<file path="src/rtl/exec_pkg.sv">
// Shared types for the execute-stage issue/writeback scheduler:
// FU classes, run states, slot-pipeline entries and per-class latency lookup.
package exec_pkg;

   // Widest destination address a slot entry can carry (RFSZLOG2 must not exceed it).
   localparam int RD_W_MAX = 8;

   typedef enum logic [1:0] {
      FU_MUL = 2'd0,
      FU_LIN = 2'd1,
      FU_TPL = 2'd2,
      FU_INV = 2'd3
   } fu_class_e;

   typedef enum logic [1:0] {
      ST_IDLE  = 2'd0,
      ST_RUN   = 2'd1,
      ST_DRAIN = 2'd2
   } run_state_e;

   typedef struct packed {
      logic                valid;
      logic [RD_W_MAX-1:0] rd;
      fu_class_e           fu;
   } slot_t;

   function automatic int lat_of(input fu_class_e c, input int l0, input int l1,
                                 input int l2, input int l3);
      case (c)
         FU_MUL:  return l0;
         FU_LIN:  return l1;
         FU_TPL:  return l2;
         FU_INV:  return l3;
         default: return l0;
      endcase
   endfunction

endpackage

</file>
<file path="src/rtl/exec_scoreboard.sv">
// Per-register pending bits; hazard reads see a same-cycle writeback clear,
// and a same-cycle set on the cleared register wins.
module exec_scoreboard
   import exec_pkg::*;
#(
   parameter int RFSZLOG2 = 5
) (
   input  logic                clk,
   input  logic                rst,
   input  logic                set_en,
   input  logic [RFSZLOG2-1:0] set_addr,
   input  logic                clr_en,
   input  logic [RFSZLOG2-1:0] clr_addr,
   input  logic [RFSZLOG2-1:0] rs0_addr,
   input  logic [RFSZLOG2-1:0] rs1_addr,
   input  logic [RFSZLOG2-1:0] rd_addr,
   output logic                rs0_haz,
   output logic                rs1_haz,
   output logic                rd_haz
);

   localparam int NREG = 1 << RFSZLOG2;

   logic [NREG-1:0] pend_q;
   logic [NREG-1:0] pend_d;
   logic [NREG-1:0] pend_eff;
   logic [NREG-1:0] clr_mask;
   logic [NREG-1:0] set_mask;

   // Apply clear before set; register 0 can never become pending.
   always_comb begin
      clr_mask           = '0;
      set_mask           = '0;
      clr_mask[clr_addr] = clr_en;
      set_mask[set_addr] = set_en && (set_addr != '0);
      pend_eff           = pend_q & ~clr_mask;
      pend_d             = pend_eff | set_mask;
      pend_d[0]          = 1'b0;
      rs0_haz            = pend_eff[rs0_addr];
      rs1_haz            = pend_eff[rs1_addr];
      rd_haz             = pend_eff[rd_addr];
   end

   // Pending-bit register.
   always_ff @(posedge clk) begin
      if (rst) begin
         pend_q <= '0;
      end else begin
         pend_q <= pend_d;
      end
   end

endmodule

</file>
<file path="src/rtl/exec_issue_sched.sv">
// Issue/writeback scheduler for four fixed-latency FU classes: hazard and
// writeback-slot stalls, one-hot FU enables, merged RF write port, halt drain.
module exec_issue_sched
   import exec_pkg::*;
#(
   parameter int WORDSZ   = 256,
   parameter int RFSZLOG2 = 5,
   parameter int LAT0     = 21,
   parameter int LAT1     = 2,
   parameter int LAT2     = 3,
   parameter int LAT3     = 8,
   parameter int MAXLAT   = 32
) (
   input  logic                         clk,
   input  logic                         rst,
   input  logic                         run_if,
   input  logic                         halt_ex,
   input  logic                         iss_valid,
   output logic                         iss_ready,
   input  logic [1:0]                   iss_fu,
   input  logic [RFSZLOG2-1:0]          iss_rd,
   input  logic [RFSZLOG2-1:0]          iss_rs0,
   input  logic [RFSZLOG2-1:0]          iss_rs1,
   input  logic                         iss_use_rs1,
   output logic [3:0]                   fu_en,
   input  logic [3:0][WORDSZ-1:0]       fu_res,
   output logic                         wen_ex,
   output logic [RFSZLOG2-1:0]          waddr_ex,
   output logic [WORDSZ-1:0]            res_ex,
   output logic                         run_ex,
   output logic [$clog2(MAXLAT+1)-1:0]  inflight
);

   localparam int CNT_W = $clog2(MAXLAT + 1);

   slot_t [MAXLAT-1:0] slot_q;
   slot_t [MAXLAT-1:0] slot_d;
   slot_t              new_ent;
   logic [CNT_W-1:0]   inflight_q;
   logic [CNT_W-1:0]   inflight_d;
   run_state_e         state_q;
   run_state_e         state_d;
   logic [1:0]         wb_fu;
   logic               rs0_haz;
   logic               rs1_haz;
   logic               rd_haz;
   logic               slot_busy;
   logic               halt_pend;
   logic               fire;
   int                 lat_sel;

   exec_scoreboard #(.RFSZLOG2(RFSZLOG2)) u_sb (
      .clk      (clk),
      .rst      (rst),
      .set_en   (fire),
      .set_addr (iss_rd),
      .clr_en   (wen_ex),
      .clr_addr (waddr_ex),
      .rs0_addr (iss_rs0),
      .rs1_addr (iss_rs1),
      .rd_addr  (iss_rd),
      .rs0_haz  (rs0_haz),
      .rs1_haz  (rs1_haz),
      .rd_haz   (rd_haz)
   );

   // Writeback port driven straight from slot entry 0.
   always_comb begin
      wb_fu    = slot_q[0].fu;
      wen_ex   = slot_q[0].valid && (slot_q[0].rd != '0);
      waddr_ex = slot_q[0].valid ? slot_q[0].rd[RFSZLOG2-1:0] : '0;
      res_ex   = slot_q[0].valid ? fu_res[wb_fu] : '0;
   end

   // Issue decision; a class whose latency equals MAXLAT always finds its slot free.
   always_comb begin
      lat_sel   = lat_of(fu_class_e'(iss_fu), LAT0, LAT1, LAT2, LAT3);
      slot_busy = 1'b0;
      for (int i = 1; i < MAXLAT; i++) begin
         slot_busy = slot_busy | (slot_q[i].valid & (i == lat_sel));
      end
      halt_pend = (state_q == ST_DRAIN) || ((state_q == ST_RUN) && halt_ex);
      iss_ready = !rs0_haz && !(iss_use_rs1 && rs1_haz) && !rd_haz
                  && !slot_busy && !halt_pend;
      fire      = iss_valid && iss_ready;
      fu_en     = fire ? (4'b0001 << iss_fu) : 4'b0000;
   end

   // Slot shift/load and outstanding-op count.
   always_comb begin
      new_ent.valid = 1'b1;
      new_ent.rd    = RD_W_MAX'(iss_rd);
      new_ent.fu    = fu_class_e'(iss_fu);
      slot_d        = slot_q >> $bits(slot_t);
      for (int i = 0; i < MAXLAT; i++) begin
         slot_d[i] = (fire && (i == lat_sel - 1)) ? new_ent : slot_d[i];
      end
      inflight_d = inflight_q + CNT_W'(fire) - CNT_W'(slot_q[0].valid);
      inflight   = inflight_q;
   end

   // Run/halt state machine; drain ends once the count reaches zero after this cycle.
   always_comb begin
      state_d = state_q;
      case (state_q)
         ST_IDLE:  state_d = (run_if && fire) ? ST_RUN : ST_IDLE;
         ST_RUN:   state_d = halt_ex ? ST_DRAIN : ST_RUN;
         ST_DRAIN: state_d = (inflight_d == '0) ? ST_IDLE : ST_DRAIN;
         default:  state_d = ST_IDLE;
      endcase
      run_ex = (state_q != ST_IDLE) || wen_ex;
   end

   // Scheduler state registers.
   always_ff @(posedge clk) begin
      if (rst) begin
         slot_q     <= '0;
         inflight_q <= '0;
         state_q    <= ST_IDLE;
      end else begin
         slot_q     <= slot_d;
         inflight_q <= inflight_d;
         state_q    <= state_d;
      end
   end

endmodule

</file>
<file path="config.mk">
export PLATFORM = sky130hd
export DESIGN_NAME = exec_issue_sched
export DESIGN_NICKNAME = d
export VERILOG_FILES = /design/src/rtl/exec_pkg.sv /design/src/rtl/exec_scoreboard.sv /design/src/rtl/exec_issue_sched.sv
export SDC_FILE = /design/constraint.sdc
export NUM_CORES = 1
export LEC_CHECK = 0
export BUFFER_PORTS_ARGS = -buffer_cell sky130_fd_sc_hd__buf_2
export CAP_MARGIN = 5
export CORE_AREA = 8 8 515 517
export DETAILED_ROUTE_END_ITERATION = 10
export DIE_AREA = 0 0 523 525
export GPL_ROUTABILITY_DRIVEN = 0
export MAX_ROUTING_LAYER = met4
export PLACE_DENSITY = 0.3
export RECOVER_POWER = 50
export SYNTH_ARGS = -nofsm -noshare
export SYNTH_HDL_FRONTEND = slang
export SYNTH_SLANG_ARGS = --single-unit
</file>
<file path="constraint.sdc">
create_clock -name clk -period 12.1 [get_ports clk]
set_input_delay 2.42 -clock clk [delete_from_list [all_inputs] [get_ports clk]]
set_output_delay 2.42 -clock clk [all_outputs]
set_load 0.01 [all_outputs]
</file>
==> results.sh <==
export IMPL_status="finished, violations left"
export IMPL_violations="max-capacitance violations, max-slew violations"
export IMPL_finalHoldViolations=0
export IMPL_fillers=29790
export IMPL_fin_util=0.1222
export IMPL_rsz0062_at_grt="false"
export IMPL_ctsHoldBuffers=0
export IMPL_synth_xor_area_share=0.002228
export IMPL_postSynthCellCount=1759
export IMPL_tritoncts="done"
export IMPL_yosysTopAreaCellShare=0.3014
export IMPL_ir_drop_v=0.00007682
export IMPL_path_clk_slew_ns=0.06
export IMPL_drive_gt1_frac=0.5604
export IMPL_fin_tns_setup_ns=0
export IMPL_rrSetupSlack_ns=3.43
export IMPL_startpoint_type="register"
export IMPL_vias=21580
export IMPL_wl_per_cell_um=39.09
export IMPL_finalSetupViolations=0
export IMPL_synthFlopType="dfxtp_1"
export IMPL_initial_core_util=0.07629
export IMPL_synth_cell_types=75
export IMPL_holdWs_ns=0.4257
export IMPL_regArea_um2=5913
export IMPL_gr_total_overflow=0
export IMPL_clock_latency_ns=0.57
export IMPL_grt_use_total=0.1808
export IMPL_rows=187
export IMPL_root_buffer="clkbuf_16"
export IMPL_post_dp_hpwl_um=230700
export IMPL_crit_end="fu_en[2]"
export IMPL_crit_reg2reg_launch="slot_q[10]"
export IMPL_clockBufferDepth=3
export IMPL_core_um2=257600
export IMPL_synth_simple_gate_area_frac=0.2210
export IMPL_clock_skew_ns=0.02482
export IMPL_antenna_found_initial=192
export IMPL_finalCritPeriodShare=0.8184
export IMPL_ff2ff_path_depth=19
export IMPL_avgSynthCellArea_um2=11.17
export IMPL_cap_viol_max_count=3
export IMPL_crit_arrival_ns=7.48
export IMPL_drt_total_wl_um=254300
export IMPL_p_leak_nw=13.07
export IMPL_synth_fa_ha_area_frac=0.009931
export IMPL_hold_path_class="register to register"
export IMPL_io_pins=1321
export IMPL_synth_cell_area_um2=19650
export IMPL_port_buffers=1320
export IMPL_crit_type="register to output pin"
export IMPL_multiInputGateArea_um2=12870
export IMPL_slew_viol_final=171
export IMPL_worst_r2r_endpoint="state_q[1]"
export IMPL_synthMuxAreaShare=0.3600
export IMPL_area_growth_syn_to_layout_pct=60.15
export IMPL_ys_warnings_count=0
export IMPL_cts_buffers=38
export IMPL_cts_resized_gates=0
export IMPL_die_h_um=525
export IMPL_fin_cells=6506
export IMPL_initialDrtViolationCount=1749
export IMPL_die_w_um=523
export IMPL_antenna_left=0
export IMPL_worstSetupEndpointType="output pin"
export IMPL_slew_headroom=-0.8955
export IMPL_synth_area_leader_cell="mux4_2"
export IMPL_final_nets=4031
export IMPL_h_tree_depth=2
export IMPL_first_global_vias=21530
export IMPL_vias_per_cell=3.316
export IMPL_power_density_nw_per_um2=91.21
export IMPL_worstMarginPinSlew_ns=2.843
export IMPL_crit_start="slot_q[10]"
export IMPL_clock_fmax_mhz=101.0
export IMPL_synth_edff_count=0
export IMPL_die_area_um2=274600
export IMPL_cts_setup_buffers=0
export IMPL_ys_ff_latch=295
export IMPL_ys_seq_area_frac=0.3005
export IMPL_dp_cells=6331
export IMPL_grt_start_max_net_pins=138
export IMPL_cp_required_ns=9.68
export IMPL_min_period_ns=9.903
export IMPL_critPathMaxFanout=35
export IMPL_synth_compound_area_frac=0.06035
export IMPL_first_pass_iters=5
export IMPL_drc_errors=0
export IMPL_grt_pass1_wl_um=301700
export IMPL_clock_sinks=295
export IMPL_yosys_top_cells_area="mux4_2 30%, dfxtp_1 30%, and2_1 8.3%, mux2i_1 5.8%, nor2b_1 4.1%"
export IMPL_synth_top_family_by_area="multiplexers"
export IMPL_synthArstFlopShare=0
[worst max-delay path, stage by stage (launching register included)]
cell,delay (ns)
dfxtp_1,1.60
nand4bb_1,0.94
o21a_1,0.45
mux4_2,0.53
a2111oi_4,0.38
a32oi_1,0.25
nand2_1,1.08
nand3_2,0.83
inv_1,0.47
and3_1,0.21
buf_2,0.13
[cell families after synthesis]
| logic type | after synthesis |
|---|---|
| buffers and inverters | 216 |
| xor gates and xnor gates | 5 |
| DFF | 295 |
| AOI/OAI and AO/OA | 174 |
| muxes | 378 |
| other | 1 |
| and+or+nand+nor | 675 |
| adders and majority gates | 15 |
[report_power, final]
part           switching (mW)  total, mW  leakage [nW]  internal (mW)
clock network           0.464       1.14         0.618          0.672
logic                   0.437      0.728          10.1          0.290
registers              0.0148       1.01          2.39          0.992
[layer usage]
metal	share of wire	GRT usage
met1	0.37	0.1963
met2	0.45	0.2814
met3	0.14	0.09894
met4	0.046	0.05940
met5	0	-
[cell usage after synthesis (4+ instances only)]
library cell,instances
mux2i_1,114
clkbuf_1,120
nor2b_1,129
ha_1,14
nand2b_1,122
a211oi_1,5
o211ai_1,30
and2_1,262
nor2_1,28
nand4_4,10
a311oi_1,4
buf_2,9
nor3_1,6
and4_1,4
o2111ai_1,9
inv_1,40
and3_1,11
o21ai_0,33
nand4_1,15
a21oi_1,39
nand2_1,26
nand3_1,9
dfxtp_1,295
mux4_2,263
buf_6,5
buf_1,38
o22ai_1,17
or3_1,16
o21a_1,4
o31ai_1,5
nand3b_1,6
[state kept, by name, summed over array words and instances (netlist names)]
register     flops
u_sb.pend_q     31
wb_fu            2
slot_q         254
state_q          2
inflight         6
[stage by stage]
| step | power (mW) | worst slack [ns] | area [um^2] |
|---|---|---|---|
| finish | 2.871 | 2.197 | 31480 |
| global route | 3.003 | 1.691 | 31420 |
| CTS | 2.926 | 3.137 | 31250 |
| detailed placement | 1.771 | 3.146 | 30000 |
| global placement | 1.772 | 3.257 | 30000 |
| floorplan | 1.306 | 4.970 | 19680 |
[worst min path at each step]
stage	cells past startpoint	startpoint	slack, ns	endpoint
floorplan	2	slot_q[197]	0.41	slot_q[186]
global placement	1	slot_q[303]	0.42	slot_q[292]
detailed placement	2	slot_q[76]	0.42	slot_q[65]
CTS	2	slot_q[76]	0.43	slot_q[65]
global route	2	slot_q[219]	0.44	slot_q[208]
finish	2	slot_q[76]	0.43	slot_q[65]
[area by class of cell]
class	instances	share of cell area
repair buffers	1339	0.2151
clock buffers	56	0.03458
multi-input cells	1255	0.4088
flip-flops and latches	295	0.1879
inverters	40	0.004770
diodes	106	0.008427
well taps	3402	0.1352
clock inverters	13	0.005207
[cell usage in the layout, fill, tap and decap left out, types with 28 or more instances in the layout]
master	n
a21oi_1	39
and2_1	258
buf_2	1310
clkbuf_16	38
dfxtp_1	293
diode_2	106
inv_1	40
mux2i_1	114
mux4_2	263
nand2b_1	122
nor2_1	28
nor2b_1	129
o211ai_1	30
o21ai_0	33
Power figures use the tool's default switching activity.
